`config.mk`:
```
export PLATFORM = sky130hd
export DESIGN_NAME = if_stage
export DESIGN_NICKNAME = d
export VERILOG_FILES = /design/src/rtl/if_stage.sv
export SDC_FILE = /design/constraint.sdc
export NUM_CORES = 1
export LEC_CHECK = 0
export CAP_MARGIN = 40
export CELL_PAD_IN_SITES_DETAIL_PLACEMENT = 1
export CELL_PAD_IN_SITES_GLOBAL_PLACEMENT = 2
export CORE_MARGIN = 2
export CORE_UTILIZATION = 37
export DETAILED_ROUTE_END_ITERATION = 7
export GPL_ROUTABILITY_DRIVEN = 0
export PLACE_DENSITY = 0.89
export SETUP_SLACK_MARGIN = 0.05
export SYNTH_ARGS = -nofsm -noshare
export SYNTH_HDL_FRONTEND = slang
export SYNTH_SLANG_ARGS = --single-unit
```
`constraint.sdc`:
```
create_clock -name clk -period 12.78 [get_ports clk]
set_clock_uncertainty 0.2 [all_clocks]
set_input_delay 1.278 -clock clk [delete_from_list [all_inputs] [get_ports clk]]
set_output_delay 1.278 -clock clk [all_outputs]
set_load 0.02 [all_outputs]
```
`src/rtl/if_stage.sv`:
```
// Instruction-fetch stage: owns the PC, issues in-order fetches and buffers the
// returned instructions in a small queue that doubles as the IF/ID register.
module if_stage #(
  parameter int              XLEN     = 32,
  parameter logic [XLEN-1:0] RESET_PC = '0,
  parameter int              DEPTH    = 2
) (
  input  logic            clk,
  input  logic            rst_n,
  output logic            imem_req_valid,
  input  logic            imem_req_ready,
  output logic [XLEN-1:0] imem_req_addr,
  input  logic            imem_rsp_valid,
  input  logic [XLEN-1:0] imem_rsp_data,
  input  logic            id_stall,
  input  logic            redirect_valid,
  input  logic [XLEN-1:0] redirect_pc,
  output logic            if_id_valid,
  output logic [XLEN-1:0] if_id_pc,
  output logic [XLEN-1:0] if_id_instr,
  output logic [6:0]      if_id_opcode
);

  localparam int CW = $clog2(DEPTH + 1);
  localparam int PW = (DEPTH > 1) ? $clog2(DEPTH) : 1;

  logic [XLEN-1:0] pc_q;
  logic [XLEN-1:0] rsp_pc_q;
  logic [XLEN-1:0] q_pc    [DEPTH];
  logic [XLEN-1:0] q_instr [DEPTH];
  logic [PW-1:0]   rd_ptr;
  logic [PW-1:0]   wr_ptr;
  logic [CW-1:0]   count;
  logic [CW-1:0]   outstanding;
  logic [CW-1:0]   drop_cnt;

  logic [CW:0]     inflight;
  logic            handshake;
  logic            rsp_take;
  logic            push;
  logic            pop;
  logic [XLEN-1:0] redirect_target;

  function automatic logic [PW-1:0] next_ptr(input logic [PW-1:0] p);
    return (p == PW'(DEPTH - 1)) ? '0 : p + PW'(1);
  endfunction

  // Requests are capped so every in-flight response is guaranteed a queue slot.
  assign inflight        = {1'b0, outstanding} + {1'b0, count};
  assign imem_req_valid  = rst_n && !redirect_valid && (inflight < (CW+1)'(DEPTH));
  assign imem_req_addr   = pc_q;
  assign handshake       = imem_req_valid && imem_req_ready;
  assign rsp_take        = imem_rsp_valid && (outstanding != '0);
  assign push            = !redirect_valid && rsp_take && (drop_cnt == '0);
  assign pop             = !redirect_valid && (count != '0) && !id_stall;
  assign redirect_target = redirect_pc & ~XLEN'(3);

  always_ff @(posedge clk or negedge rst_n) begin
    if (!rst_n) begin
      pc_q        <= RESET_PC;
      rsp_pc_q    <= RESET_PC;
      rd_ptr      <= '0;
      wr_ptr      <= '0;
      count       <= '0;
      outstanding <= '0;
      drop_cnt    <= '0;
    end else begin
      outstanding <= outstanding + CW'(handshake) - CW'(rsp_take);
      if (redirect_valid) begin
        // Everything still in flight belongs to the old path and must be discarded.
        pc_q     <= redirect_target;
        rsp_pc_q <= redirect_target;
        rd_ptr   <= '0;
        wr_ptr   <= '0;
        count    <= '0;
        drop_cnt <= outstanding - CW'(rsp_take);
      end else begin
        if (handshake) begin
          pc_q <= pc_q + XLEN'(4);
        end
        if (rsp_take && (drop_cnt != '0)) begin
          drop_cnt <= drop_cnt - CW'(1);
        end
        if (push) begin
          wr_ptr   <= next_ptr(wr_ptr);
          rsp_pc_q <= rsp_pc_q + XLEN'(4);
        end
        if (pop) begin
          rd_ptr <= next_ptr(rd_ptr);
        end
        count <= count + CW'(push) - CW'(pop);
      end
    end
  end

  always_ff @(posedge clk) begin
    if (push) begin
      q_pc[wr_ptr]    <= rsp_pc_q;
      q_instr[wr_ptr] <= imem_rsp_data;
    end
  end

  // An empty queue presents zeros so decode sees every control inactive.
  always_comb begin
    if_id_valid  = (count != '0);
    if_id_pc     = '0;
    if_id_instr  = '0;
    if_id_opcode = '0;
    if (if_id_valid) begin
      if_id_pc     = q_pc[rd_ptr];
      if_id_instr  = q_instr[rd_ptr];
      if_id_opcode = q_instr[rd_ptr][6:0];
    end
  end

endmodule

```
After elaboration in Yosys (flattened, before gate mapping):

Memories as Yosys holds them, arrays and structs flattened.
Index checks and enable logic that the tools add are counted.

* add/subtract/negate cells: 11
* order comparisons: 1
* mux-type cells: 18
* reduce and logical (&&, ||, !) cells: 19

Operators by type and width (number)
* 2-to-1 mux 32 bit: 6
* adder 32 x 3 -> 32 bit (second input constant): 2
* nonzero test 2 bit: 7
* logical AND 1 bit: 9
* 2-to-1 mux 1 bit: 8
* 2-to-1 mux 7 bit: 1
* 2-to-1 mux 2 bit: 3
* subtractor 2 x 1 -> 2 bit: 3
* adder 2 x 1 -> 2 bit: 2
* adder 2 x 2 -> 3 bit: 1
* less-than comparator 3 x 2 -> 1 bit (second input constant): 1
* adder 1 bit (second input constant): 2
* logical NOT 1 bit: 2
* logical NOT 2 bit: 1
* subtractor 2 x 1 -> 2 bit (second input constant): 1

* register bits after elaboration: 72
* memory bits (writable): 128
* input bits: 70
* output and inout port bits: 105
* word-level logic and storage cells: 58
* memories kept: 2

Memory list
* q_instr: depth 2, bits a word 32, rd ports 1, clocked after memory_dff 0, write ports 1, line 30 `logic [XLEN-1:0] q_instr [DEPTH];`
* q_pc: depth 2, bits a word 32, rd ports 1, clocked after memory_dff 0, write ports 1, line 29 `logic [XLEN-1:0] q_pc [DEPTH];`

Longest topological paths before layout:

* depth after elaboration: 7
* gate-level depth with buffers: 11
* gate-level depth less buffers: 10

Least setup slack after synthesis:

Ideal clock, no wire load.

* path type: input -> register
* from: input redirect_valid
* to: memory q_instr[0][0] (enable)
* library setup time: 0.482 ns
* arrival: 4.463 ns
* required time: 12.098 ns
* path slack: 7.635 ns
* stages on the path: 5
* path buffers: 2
* cells stage by stage: buf_6 > inv_1 > clkbuf_1 > nand2_1 > nor2_1

* longest elaborated chain between the ends: 5

Ends and longest elaborated chain
* start, declared: line 16 `input logic redirect_valid,`
* logical NOT 1 bit: line 54 `assign push = !redirect_valid && rsp_take && (drop_cnt == '0);`
* logical AND 1 bit (2 in series): line 54
* 2-to-1 mux 1 bit: line 97 `if (push) begin`
* 2-to-1 mux 1 bit (implied by the code): line 99 `q_instr[wr_ptr] <= imem_rsp_data;`
* end, declared: line 30

No other way between the ends.

Worst setup path in the final report:

* from: input redirect_valid
* to: output imem_req_valid

* longest elaborated chain between the ends: 3

Ends and longest elaborated chain
* logical NOT 1 bit: line 50 `assign imem_req_valid = rst_n && !redirect_valid && (inflight < (CW+1)'(DEPTH));`
* logical AND 1 bit (2 in series): line 50
* end, declared: line 10 `output logic imem_req_valid,`

No other way between the ends.

==> impl_results.md <==
- CTS root buf: clkbuf_16
- Core Area: 22800 µm²
- Vias per cell: 5.07
- # IOs: 175
- Synth top area share: 43.1%
- GRT Overall Usage: 18.3%
- Cts repair resizes: 0
- Placed inst area: 10600 µm²
- Setup repair after global routing missed its margin: no
- CP peak stage delay: 660 ps
- CP Buf/Inv Count: 4
- Gate Count Post-Synth: 695
- Yosys warnings: 0
- Non-Filler Instances: 1181
- CP Cell Sequence: buf_2 > buf_4 > or4b_4 > inv_1 > clkdlybuf4s50_1
- Largest net degree at the start of global routing: 63
- CP delay by family, top: buffers and inverters
- Clock-pin slew on the worst setup and hold paths: 70 ps
- Fin. max-slew vios: 0
- H-tree depth: 4
- NetSw: 574 µW
- Routed WL: 21600 µm
- Critical-path top delay cell: or4b_4
- Most frequent cells in the layout: clkdlybuf4s50_1 (166), edfxtp_1 (124), nor2_1 (86), dfrtp_1 (67), mux2i_1 (62)
- Finished layout cell area: 11200 µm²
- DIE AREA: 24600 µm²
- Final hold vios: 0
- First drt pass iteration count: 4
- Synth area leaders: edfxtp_1 (43%), dfrtp_1 (20%), mux2i_1 (7.2%)
- 1st-iter DRT viols: 341
- Initial antenna violation count: 0
- Relative slew slack: 39.9%
- Crit path required time: 11300 ps
- DRC: 0
- Crit. End Element: output port
- Minimum clock period: 4550 ps
- Share of layout cells above drive strength 1: 7.83%
- Area leader, netlist: edfxtp_1
- Cts hold-fix bufs: 0
- Synth unique cells: 55
- Measured slew at the worst slew-check pin: 895 ps
- Area Overhead vs Synth: 29.4%
- Post-Syn Area: 8630 µm²
- Maximum clock frequency: 220 MHz
- Tot Pwr: 1.78 mW
- Vias in the first global route: 6223
- CTS Sinks: 192
- WS Path Type: in2out
- Max FO, Critical Path: 55
- Fin Setup TNS: 0 ps
- Clk pwr share: 28.5%
- PwrDens: 160 nW/µm²
- Status: finished clean
- Dpl cells: 1149
- Number of synthesized flops with an enable pin: 124
- Starting Density: 37.9%
- Vias after detailed routing: 5984
- Final worst-path cycle share: 35.6%
- P_leak: 3.85 nW
- CTS tree: built
- Combinational group share of total power: 27.2%
- Max cap viols: 0
- Chip Width: 157 µm
- Overflow after GRT: 0
- Nets@finish: 934
- Die height: 157 µm
- Net Sw Frac: 32.2%
- Synth Flop Type: edfxtp_1
- Sequential power share: 44.4%
- CP Data Arrival Time: 3080 ps
- Clock Latency Late Sink: 430 ps
- Port Buffer Count: 168
- Avg Cell Area, Syn: 12.4 µm²
- Min-Delay Path Class: reg2reg
- Ys async rst share: 35.4%
- Int Power: 1.21 mW
- Number of synthesized register bits: 192
- Wirelength per Cell: 18.3 µm
- TritonCTS buffer count: 17
- Postcts setup bufs: 0
- Cell Rows: 55
- Antenna cells: 0
- Nature of the critical path startpoint: input pin
- First-pass GRT wire length: 34400 µm
- Worst IR Drop VDD: 0.0000917 V
- Max clock buf depth: 2
- Commonest non-fill, non-tap cell in the layout: clkdlybuf4s50_1
- Sequential area share after synthesis: 62.9%
- Final ANT Viol Nets: 0
- Post-DP HPWL: 14800 µm
- Setup-failing EPs final: 0
layer usage:
metal  global-route usage [%]  wire [µm]  up-vias  share of wire, %
li1                         -          -     2839                 -
met1                     25.1      10100     2954                47
met2                     29.5      10200      166                47
met3                     3.57        923       25               4.3
met4                     5.07        342        0               1.6
met5                        0          0        -                 0
worst register-to-register path, stage by stage, from the launching register on:
cell,delay [ps]
dfrtp_1,460
and2_1,200
fa_1,440
or4b_4,570
nor4_4,660
nand4_1,190
xnor2_1,160
mux2_2,260
sequential cells by signal, indices dropped and copies added (netlist names):
signal         cells
count              2
drop_cnt           2
imem_req_addr     30
outstanding        2
q_instr           64
q_pc              60
rd_ptr             1
rsp_pc_q          30
wr_ptr             1
cell families (layout without fill, tap and decap cells):
group	after synthesis	in the layout	synth area share [%]
and+or+nand+nor	234	234	13.6
muxes	68	68	7.97
xor gates and xnor gates	42	42	4.26
buffers and inverters	60	230	3.22
adders and majority gates	9	9	1.39
AOI/OAI and AO/OA	89	89	6.63
other	1	4	0.0435
DFF	192	192	62.9
synthesized netlist by cell type (all sizes together), types with 8 or more instances:
cell and count:
edfxtp 124, nor2 89, dfrtp 68, mux2i 62, nand2 50, o21ai 38
buf 25, nand3 25, xnor2 25, nand4 21, inv 19, xor2 17
clkbuf 15, and3 12, a21oi 11, o211ai 10, ha 8, nor4 8
o311ai 8
power groups by stage:
stage / registers, mW / logic (mW) / clock network (mW)
after floorplan: 0.794 / 0.282 / 0
after global placement: 0.799 / 0.479 / 0
after detailed placement: 0.804 / 0.492 / 0
after CTS: 0.792 / 0.494 / 0.522
after global routing: 0.801 / 0.528 / 0.548
final: 0.792 / 0.485 / 0.508
through the flow:
| step | util, % | setup slack, ps | hold slack [ps] |
|---|---|---|---|
| after CTS | 49.0 | 8220 | 313 |
| after floorplan | - | 7640 | 250 |
| final | 49.0 | 8230 | 309 |
| after global routing | 49.0 | 8150 | 345 |
| after global placement | 46.4 | 8230 | 258 |
| after detailed placement | 46.5 | 8230 | 277 |
worst paths after layout:
kind	slack, ps	startpoint	cells after the start	endpoint
setup / recovery	8230	redirect_valid	5	imem_req_valid
hold / removal	310	rsp_pc_q[31]	0	q_pc[0][31]
setup reg to reg	9530	outstanding[0]	7	imem_req_addr[18]
hold reg to reg	310	rsp_pc_q[31]	0	q_pc[0][31]
max in group asynchronous	10670	rst_n	2	rd_ptr
min in group asynchronous	570	rst_n	1	imem_req_addr[20]
layout make-up:
cell class                 count  area (µm²)
clock buffer                  18         450
clock inverter                14         115
fill                        2373       11600
inverter                      20        75.1
multi-input combinational    446        2950
sequential                   192        5430
tap                          313         392
timing repair buffer         178        1750
Power figures use the tool's default switching activity.
